### src/rtl/sync_fifo_param.sv
// sync_fifo_param: single-clock FIFO with registered read data, occupancy
// count, full/empty/almost flags, and overflow/underflow indications.
// Optional feature: define FIFO_STICKY_ERR_EN to make over_flow/under_flow
// latch until reset; otherwise they are one-cycle registered pulses.
module sync_fifo_param #(
  parameter int DATA_W = 8,
  parameter int ADDR_W = 5,
  parameter int AF_LVL = 28,
  parameter int AE_LVL = 4
) (
  input  logic              clk,
  input  logic              rst,
  input  logic              wrt_sig,
  input  logic              rd_sig,
  input  logic [DATA_W-1:0] din,
  output logic [DATA_W-1:0] dout,
  output logic              full_sig,
  output logic              empty_sig,
  output logic              almost_full,
  output logic              almost_empty,
  output logic              over_flow,
  output logic              under_flow,
  output logic [ADDR_W:0]   count
);

  localparam int DEPTH = 1 << ADDR_W;
  localparam logic [ADDR_W:0] DEPTH_C = (ADDR_W+1)'(DEPTH);
  localparam logic [ADDR_W:0] AF_C    = (ADDR_W+1)'(AF_LVL);
  localparam logic [ADDR_W:0] AE_C    = (ADDR_W+1)'(AE_LVL);
  localparam logic [ADDR_W:0] ONE_C   = (ADDR_W+1)'(1);

  logic [DATA_W-1:0] mem [DEPTH];
  logic [ADDR_W:0]   wr_ptr;
  logic [ADDR_W:0]   rd_ptr;
  logic [ADDR_W:0]   count_next;
  logic              wr_acc;
  logic              rd_acc;
  logic              wr_rej;
  logic              rd_rej;
  logic              of_next;
  logic              uf_next;

  // Accept/reject decisions and next occupancy; a read frees a slot so a
  // write is still accepted when full if a read happens on the same edge.
  always_comb begin
    rd_acc     = rd_sig & ~empty_sig;
    wr_acc     = wrt_sig & (~full_sig | rd_acc);
    wr_rej     = wrt_sig & ~wr_acc;
    rd_rej     = rd_sig & ~rd_acc;
    count_next = count;
    if (wr_acc && !rd_acc) begin
      count_next = count + ONE_C;
    end else if (rd_acc && !wr_acc) begin
      count_next = count - ONE_C;
    end else begin
      count_next = count;
    end
`ifdef FIFO_STICKY_ERR_EN
    of_next = over_flow | wr_rej;
    uf_next = under_flow | rd_rej;
`else
    of_next = wr_rej;
    uf_next = rd_rej;
`endif
  end

  // Storage array: no reset so it maps onto RAM; written only on accepted writes.
  always_ff @(posedge clk) begin
    if (wr_acc) begin
      mem[wr_ptr[ADDR_W-1:0]] <= din;
    end
  end

  // Read data register: loads on an accepted read, otherwise holds.
  always_ff @(posedge clk or posedge rst) begin
    if (rst) begin
      dout <= {DATA_W{1'b0}};
    end else if (rd_acc) begin
      dout <= mem[rd_ptr[ADDR_W-1:0]];
    end else begin
      dout <= dout;
    end
  end

  // Pointers, occupancy, status flags and error indications.
  always_ff @(posedge clk or posedge rst) begin
    if (rst) begin
      wr_ptr       <= {(ADDR_W+1){1'b0}};
      rd_ptr       <= {(ADDR_W+1){1'b0}};
      count        <= {(ADDR_W+1){1'b0}};
      full_sig     <= 1'b0;
      empty_sig    <= 1'b1;
      almost_full  <= 1'b0;
      almost_empty <= 1'b1;
      over_flow    <= 1'b0;
      under_flow   <= 1'b0;
    end else begin
      if (wr_acc) begin
        wr_ptr <= wr_ptr + ONE_C;
      end
      if (rd_acc) begin
        rd_ptr <= rd_ptr + ONE_C;
      end
      count        <= count_next;
      full_sig     <= (count_next == DEPTH_C);
      empty_sig    <= (count_next == {(ADDR_W+1){1'b0}});
      almost_full  <= (count_next >= AF_C);
      almost_empty <= (count_next <= AE_C);
      over_flow    <= of_next;
      under_flow   <= uf_next;
    end
  end

endmodule

### config.mk
export PLATFORM = sky130hd
export DESIGN_NAME = sync_fifo_param
export DESIGN_NICKNAME = d
export VERILOG_FILES = /design/src/rtl/sync_fifo_param.sv
export SDC_FILE = /design/constraint.sdc
export NUM_CORES = 1
export LEC_CHECK = 0
export CORE_ASPECT_RATIO = 1.2
export CORE_MARGIN = 10
export CORE_UTILIZATION = 27
export DETAILED_ROUTE_END_ITERATION = 12
export GPL_TIMING_DRIVEN = 0
export MAX_ROUTING_LAYER = met4
export PLACE_DENSITY_LB_ADDON = 0.3
export SLEW_MARGIN = 20
export SYNTH_ARGS = -nofsm -noshare
export SYNTH_HDL_FRONTEND = slang
export SYNTH_SLANG_ARGS = --single-unit
### constraint.sdc
create_clock -name clk -period 2.01 [get_ports clk]
set_input_delay 0.201 -clock clk [delete_from_list [all_inputs] [get_ports clk]]
set_output_delay 0.201 -clock clk [all_outputs]
set_load 0.005 [all_outputs]
**Yosys cells after proc, flatten, opt, wreduce, memory -nomap -nowiden**

Memories as Yosys holds them, arrays and structs flattened. A register that Yosys moved wholly into a read port is not among the register bits.
Cells that the tools add are included.

- Reduce and logical (&&, ||, !) cells: 5
- Bitwise logic cells: 9
- Magnitude comparators: 2
- $add $sub $neg: 4
- Mux-type cells: 4
- Equality and inequality tests: 1

Operators by type and width:

| operator | count |
|---|---|
| $add A6 B1 Y6 const B | 3 |
| $mux W6 | 2 |
| $eq A6 B6 Y1 const B | 1 |
| $ge A6 B5 Y1 const B | 1 |
| $le A6 B3 Y1 const B | 1 |
| $logic_not A6 Y1 | 1 |
| $sub A6 B1 Y6 const B | 1 |
| $and A1 B1 Y1 | 4 |
| $not A1 Y1 | 4 |
| $logic_and A1 B1 Y1 | 2 |
| $logic_not A1 Y1 | 2 |
| $mux W1 | 2 |
| $or A1 B1 Y1 | 1 |

- Bits of input ports: 12
- Memory bits (writable): 256
- Register bits: 24
- Word-level logic and storage cells: 35
- Memories: 1

Memory list:

| memory | depth | bits a word | read ports | clocked after memory_dff | wr ports | RTL line | source |
|---|---|---|---|---|---|---|---|
| mem | 32 | 8 | 1 | 1 | 1 | 32 | `logic [DATA_W-1:0] mem [DEPTH];` |

**Depth between registers and ports, before layout**

Gate-level depths: netlist (run 1).

- Depth after elaboration: 9
- Depth in mapped cells: 8

**Worst setup path after synthesis (run 1)**

OpenSTA, ideal clock, no wires.

- Kind: register to register
- From: reg empty_sig
- To: mem mem[11][0] (enable)
- Arrival time: 1808 ps
- Path slack: -169 ps
- Period minus slack after synthesis: 2179 ps
- Cell stages (with the launch flop): 7
- Path through: dfstp_2 > nand2b_1 > clkbuf_1 > a21boi_1 > nand2_1 > clkbuf_1 > nor2_1

- Cells in the longest elaborated chain, start to end: 6

Ends and longest elaborated chain:

| item | RTL line | source |
|---|---|---|
| start: declaration | 18 | `output logic empty_sig,` |
| start signal: assignment | 106 | `empty_sig <= (count_next == {(ADDR_W+1){1'b0}});` |
| $not A1 Y1 | 46 | `rd_acc = rd_sig & ~empty_sig;` |
| $and A1 B1 Y1 | 46 |  |
| $or A1 B1 Y1 | 47 | `wr_acc = wrt_sig & (~full_sig \| rd_acc);` |
| $and A1 B1 Y1 | 47 |  |
| $mux W1 | 69 | `if (wr_acc) begin` |
| $mux W1 (implied by the code) | 70 | `mem[wr_ptr[ADDR_W-1:0]] <= din;` |
| end: declaration | 32 |  |

Every way passes these cells.

==> results.py, run 1 <==
metrics = {
    "run_status": {
        "outcome": "finished with violations",
        "violations": "negative setup slack",
    },
    "setup_path": {
        "crit_fanout": 8,
        "cp_cell_sequence": "buf_6, buf_12, buf_4, mux4_2, mux2i_1, nor2_1, nor4_4, nor3_1",
        "cp.arrival_ns": 2.45,
        "crit_path_start_kind": "flop",
        "critPathCaptureType": "flop",
        "critPathKind": "flop to flop",
        "required_ns": 2.43,
        "max_stage_delay_ns": 0.52,
        "slowest_stage": "mux4_2",
    },
    "timing": {
        "tns_ns": -0.0332,
        "max_freq_mhz": 493,
        "timing.final.crit_share": 1.01,
        "rsz0062_at_grt": "yes",
        "min_period_ns": 2.03,
        "fin_ws_ns": -0.0189,
        "max_slew_margin": 0.536,
        "finalClockSkew_ns": 0.0206,
        "tightestPinTransition_ns": 0.695,
        "setup_violations": 4,
        "hold_viol": 0,
        "maxSlewViolCount": 0,
    },
    "route": {
        "met2_length_microns": 12500,
        "drt-met1-wl_microns": 10900,
        "drc_errors": 0,
        "num_vias": 5773,
        "avgRoutedWirePerCell_microns": 19.7,
        "routed_wl_microns": 25200,
        "met3_length_microns": 901,
        "first_pass_iters": 4,
        "antenna_left": 0,
        "via_per_inst": 4.52,
        "top_layer": "met4",
        "drt_iter0_markers": 391,
    },
    "yosys": {
        "syn_nets": 643,
        "postSynth.asyncResetShare": 0.105,
        "ys_ff_latch": 286,
        "synth_cells": 624,
        "ys_warn_count": 0,
        "synth-edff-count": 256,
        "synth_ff_type": "edfxtp_1",
        "synthDistinctLibCells": 49,
        "synth_area_sq_um": 11300,
        "avgSynthCellArea_sq_um": 18.2,
        "ys_seq_area_frac": 0.744,
    },
    "final_layout": {
        "layoutNonFillerInstCount": 1278,
        "syn2layout_area_growth_pct": 24.6,
        "utilization": 0.339,
        "final_common_cell": "edfxtp_1",
        "finalInstanceArea_sq_um": 14100,
        "mostFrequentLayoutCells": "256 x edfxtp_1, 61 x mux2i_1, 40 x mux4_2",
        "drive_above_1_share": 0.293,
        "nets": 729,
    },
    "clocking": {
        "cts_tree": "done",
        "hold_buffers": 0,
        "clock-sinks": 286,
        "clkTransAtPathRegs_ns": 0.07,
        "cts_buffer_depth": 3,
        "cts_root_buffer": "clkbuf_16",
        "cts_buffers": 27,
        "clkLatencyLatePin_ns": 0.56,
        "htree_levels": 1,
    },
    "global_routing": {
        "grt_pass1_vias": 6114,
        "grt_overflow_total": 0,
        "grt_pass1_wl_microns": 38900,
        "antenna_found_initial": 1,
        "grt_use_total": 0.101,
        "grt_max_degree": 33,
    },
    "die": {
        "dieArea_sq_um": 50600,
        "dieHeight_microns": 245,
        "core_area_sq_um": 41700,
        "die_w_microns": 207,
        "ios": 32,
        "initial_utilization": 0.272,
        "num_rows": 82,
    },
    "min_path": {
        "hold_class": "input port to asynchronous set/reset pin",
    },
    "power_and_ir_drop": {
        "p_per_area_nw_per_um2": 1340,
        "ir_drop_mv": 0.621,
        "p_leak_nw": 4.61,
    },
    "placement": {
        "port_buffers": 31,
        "gp_congestion": 0.737,
        "dp_hpwl_microns": 16500,
        "placed_cells": 1201,
        "dpl-instance-area_sq_um": 12300,
    },
    "flow_run": {
        "max-cap-violations": 0,
    },
}
[layer usage]
layer	GRT usage	vias to the layer above
met1	0.122	2990
met3	0.0145	40
met4	0.0451	0
met5	-	-
met2	0.167	89
li1	-	2654
[what timing repair did]
action / CTS / global route
endpoints found under the setup margin: 268 / 93
pin swaps: 18 / 8
gates resized for setup: 123 / 17
endpoints found under the hold margin: 0 / 0
setup buffers: 21 / 8
[cell type report]
type	instances	area [sq um]
tap	546	683
multi-input combinational	299	3150
timing repair buffer	60	626
inverter	7	26.3
antenna	1	2.50
fill	3998	27500
clock inverter	18	235
buffer	29	277
clock buffer	32	694
sequential	286	8440
[cells by family after synthesis]
kind of cell,after synthesis,share of synthesized area
flip-flops,286,0.744
multiplexers,104,0.136
adder cells (fa/ha/maj),7,0.00772
AO/OA/AOI/OAI,55,0.0344
AND/OR/NAND/NOR,122,0.0527
XOR/XNOR,11,0.00916
buffers and inverters,39,0.0158
[state kept, by name, indices dropped and copies added, names as in the netlist]
name	flops
count	6
mem	256
almost_empty	1
wr_ptr	5
almost_full	1
full_sig	1
rd_ptr	5
empty_sig	1
under_flow	1
dout	8
over_flow	1
[Yosys cell counts, types with 2 or more instances]
master	n	share of area
a211oi_1	8	0.0053
nand2b_1	3	0.0017
clkbuf_1	11	0.0036
mux2i_1	64	0.056
buf_1	4	0.0013
dfstp_2	2	0.0046
nor2b_1	3	0.0017
o21a_1	8	0.0053
nor4_1	9	0.0050
a31oi_1	3	0.0017
buf_2	14	0.0062
nand4_1	3	0.0017
nand3b_1	3	0.0020
or2_2	2	0.0011
buf_4	2	0.0013
o22ai_1	24	0.013
nand2_1	16	0.0053
inv_1	7	0.0023
nor2_1	56	0.019
mux4_2	40	0.079
xnor2_1	9	0.0070
dfrtp_1	28	0.062
nor3_1	12	0.0053
edfxtp_1	256	0.68
nand3_1	4	0.0018
ha_1	7	0.0077
o21ai_0	4	0.0018
[power by group]
part | internal, mW | switching (mW) | leakage, nW | total [mW]
Sequential | 7.08 | 0.309 | 2.66 | 7.39
Clock | 3.13 | 2.21 | 0.442 | 5.34
Combinational | 2.88 | 3.39 | 1.51 | 6.28
[worst paths after layout]
| kind | startpoint | end | slack [ns] | cells past startpoint |
|---|---|---|---|---|
| setup / recovery | rd_ptr[1] | dout[0] | -0.02 | 8 |
| hold / removal | rst | under_flow | 0.07 | 2 |
| setup reg to reg | rd_ptr[1] | dout[0] | -0.02 | 8 |
| hold reg to reg | rd_ptr[4] | rd_ptr[4] | 0.52 | 1 |
| max in group asynchronous | rst | count[2] | 1.43 | 2 |
| min in group clk | din[3] | mem[16][3] | 0.17 | 1 |
[metrics by stage]
step	total power [mW]	hold slack [ns]	setup slack (ns)
3_5_place_dp	12.7	0.494	-1.12
5_1_grt	19.9	0.142	-0.139
3_3_place_gp	12.7	0.479	-1.11
4_1_cts	19.0	0.0970	-0.111
2_1_floorplan	10.9	0.290	0.00540
6_report	19.0	0.0721	-0.0189
[critical path: cells and delay by family (launching register included)]
kind | cells | cell delay [ns]
flip-flops | 1 | 0.38
multiplexers | 2 | 0.66
AND/OR/NAND/NOR | 3 | 0.46
buffers and inverters | 3 | 0.39
Note: power is estimated with default switching activity, not from simulation.
==> run 2: changes to the inputs <==
==> constraint.sdc (replaced) <==
create_clock -name clk -period 1.67 [get_ports clk]
set_input_delay 0.167 -clock clk [delete_from_list [all_inputs] [get_ports clk]]
set_output_delay 0.167 -clock clk [all_outputs]
set_load 0.005 [all_outputs]
==> results.py, run 2 (same netlist as run 1, synthesis figures left out) <==
metrics = {
    "run_status": {
        "outcome": "finished with violations",
        "violations": "negative setup slack",
    },
    "final_layout": {
        "drive_above_1_share": 0.377,
        "finalInstanceArea_sq_um": 15000,
        "final_common_cell": "edfxtp_1",
        "utilization": 0.361,
        "n_fill_cell": 3912,
        "antennaDiodeCount": 0,
        "largest_reg_flops": 256,
        "syn2layout_area_growth_pct": 32.6,
        "mostFrequentLayoutCells": "256 x edfxtp_1, 54 x mux2i_1, 40 x mux4_2",
        "nets": 765,
    },
    "die": {
        "die_w_microns": 207,
        "dieArea_sq_um": 50600,
        "initial_utilization": 0.272,
        "num_rows": 82,
        "dieHeight_microns": 245,
        "core_area_sq_um": 41700,
        "ios": 32,
    },
    "global_routing": {
        "grt_max_degree": 33,
        "antenna_found_initial": 0,
        "grt_overflow_total": 0,
        "grt_pass1_wl_microns": 41000,
        "grt_pass1_vias": 6297,
        "grt_use_total": 0.107,
    },
    "setup_path": {
        "cp_cell_sequence": "buf_8, buf_12, mux4_2, mux2i_4, nor2_2, nor4_2, nor3_1",
        "max_stage_delay_ns": 0.56,
        "slowest_stage": "mux4_2",
        "cp.arrival_ns": 2.43,
        "crit_path_start_kind": "flop",
        "crit_start": "rd_ptr[1]",
        "crit_fanout": 6,
        "required_ns": 2.11,
        "reg2reg_from": "rd_ptr[1]",
        "critPathKind": "flop to flop",
        "critPathCaptureType": "flop",
    },
    "power_and_ir_drop": {
        "p_per_area_nw_per_um2": 1650,
        "p_total_mw": 24.8,
        "ir_drop_mv": 1.07,
        "p_leak_nw": 4.98,
    },
    "timing": {
        "rsz0062_at_grt": "yes",
        "tns_ns": -17.88,
        "finalClockSkew_ns": 0.0189,
        "fin_ws_ns": -0.321,
        "maxSlewViolCount": 0,
        "max_freq_mhz": 502,
        "tightestPinTransition_ns": 0.719,
        "timing.final.crit_share": 1.19,
        "hold_viol": 0,
        "setup_violations": 268,
        "max_slew_margin": 0.520,
        "min_period_ns": 1.99,
        "whs_ns": 0.0592,
    },
    "placement": {
        "dp_hpwl_microns": 17300,
        "gp_congestion": 0.778,
        "dpl-instance-area_sq_um": 12700,
        "port_buffers": 31,
    },
    "route": {
        "drc_errors": 0,
        "avgRoutedWirePerCell_microns": 20.7,
        "first_pass_iters": 4,
        "antenna_left": 0,
        "routed_wl_microns": 27200,
        "via_per_inst": 4.53,
        "num_vias": 5958,
        "drt_iter0_markers": 330,
    },
    "min_path": {
        "hold_class": "input port to asynchronous set/reset pin",
    },
    "clocking": {
        "cts_tree": "done",
        "clkTransAtPathRegs_ns": 0.06,
        "clock-sinks": 286,
        "cts_buffer_depth": 3,
        "clkLatencyLatePin_ns": 0.56,
        "hold_buffers": 0,
        "cts_root_buffer": "clkbuf_16",
        "htree_levels": 1,
        "cts_buffers": 30,
    },
    "flow_run": {
        "max-cap-violations": 0,
    },
}
## run 2: cell types whose count changed in the layout (fill, tap and decap cells not counted), sizes merged
cell           before  now
buf                59   91
clkdlybuf4s50      23   14
clkbuf             39   47
dlygate4sd2         0    7
clkinvlp            4    1
clkinv              8   10
bufinv              5    6
diode               1    0
dlymetal6s2s        0    1
inv                 8    7
## run 2: where the power goes
part | internal (mW) | total [mW] | switching, mW
Clock | 4.39 | 7.08 | 2.69
Sequential | 8.53 | 8.95 | 0.424
Combinational | 4.12 | 8.77 | 4.64
## run 2: timing repair
action                                  in CTS  in global routing
pin swaps                                   38                 37
cloned                                       2                  0
gates resized for setup                     94                 35
endpoints found under the setup margin     284                275
setup buffers                               55                  9
## run 2: critical path, delay by kind of cell (launching register included)
kind	cells	cell delay [ns]
mux	2	0.78
simple gates	3	0.41
flops	1	0.37
buf+inv	2	0.30
## run 2: path summary, 6_finish.rpt
path                                  end  slack, ns  cells after the start
worst max-delay path              dout[4]      -0.32                      7
worst min-delay path             count[0]       0.06                      2
worst max register to register    dout[4]      -0.32                      7
worst min register to register  rd_ptr[4]       0.51                      1
max in group asynchronous       wr_ptr[2]       1.10                      2
min in group clk                mem[4][3]       0.16                      1
## run 2: through the flow
stage          cells  worst slack [ns]
2_1_floorplan    624            -0.138
3_3_place_gp    1201            -0.928
3_5_place_dp    1201            -0.907
4_1_cts         1307            -0.351
5_1_grt         1315            -0.392
6_report        1315            -0.321
## run 2: area by class of cell
type                            count  area (sq um)  share of cell area
Clock buffer                       38           821              0.0546
Timing Repair Buffer               96          1150              0.0768
Tap cell                          546           683              0.0454
Clock inverter                     17           245              0.0163
Sequential cell                   286          8450               0.562
Multi-Input combinational cell    299          3360               0.224
Inverter                            7          26.3             0.00175
Buffer                             26           300              0.0200
## run 2: metal layers
| layer | track usage | share of wire | vias to the layer above |
|---|---|---|---|
| met1 | 0.127 | 0.42 | 3095 |
| met2 | 0.183 | 0.51 | 87 |
| li1 | - | - | 2732 |
| met4 | 0.0404 | 0.033 | 0 |
| met3 | 0.0147 | 0.033 | 44 |
| met5 | - | 0 | - |
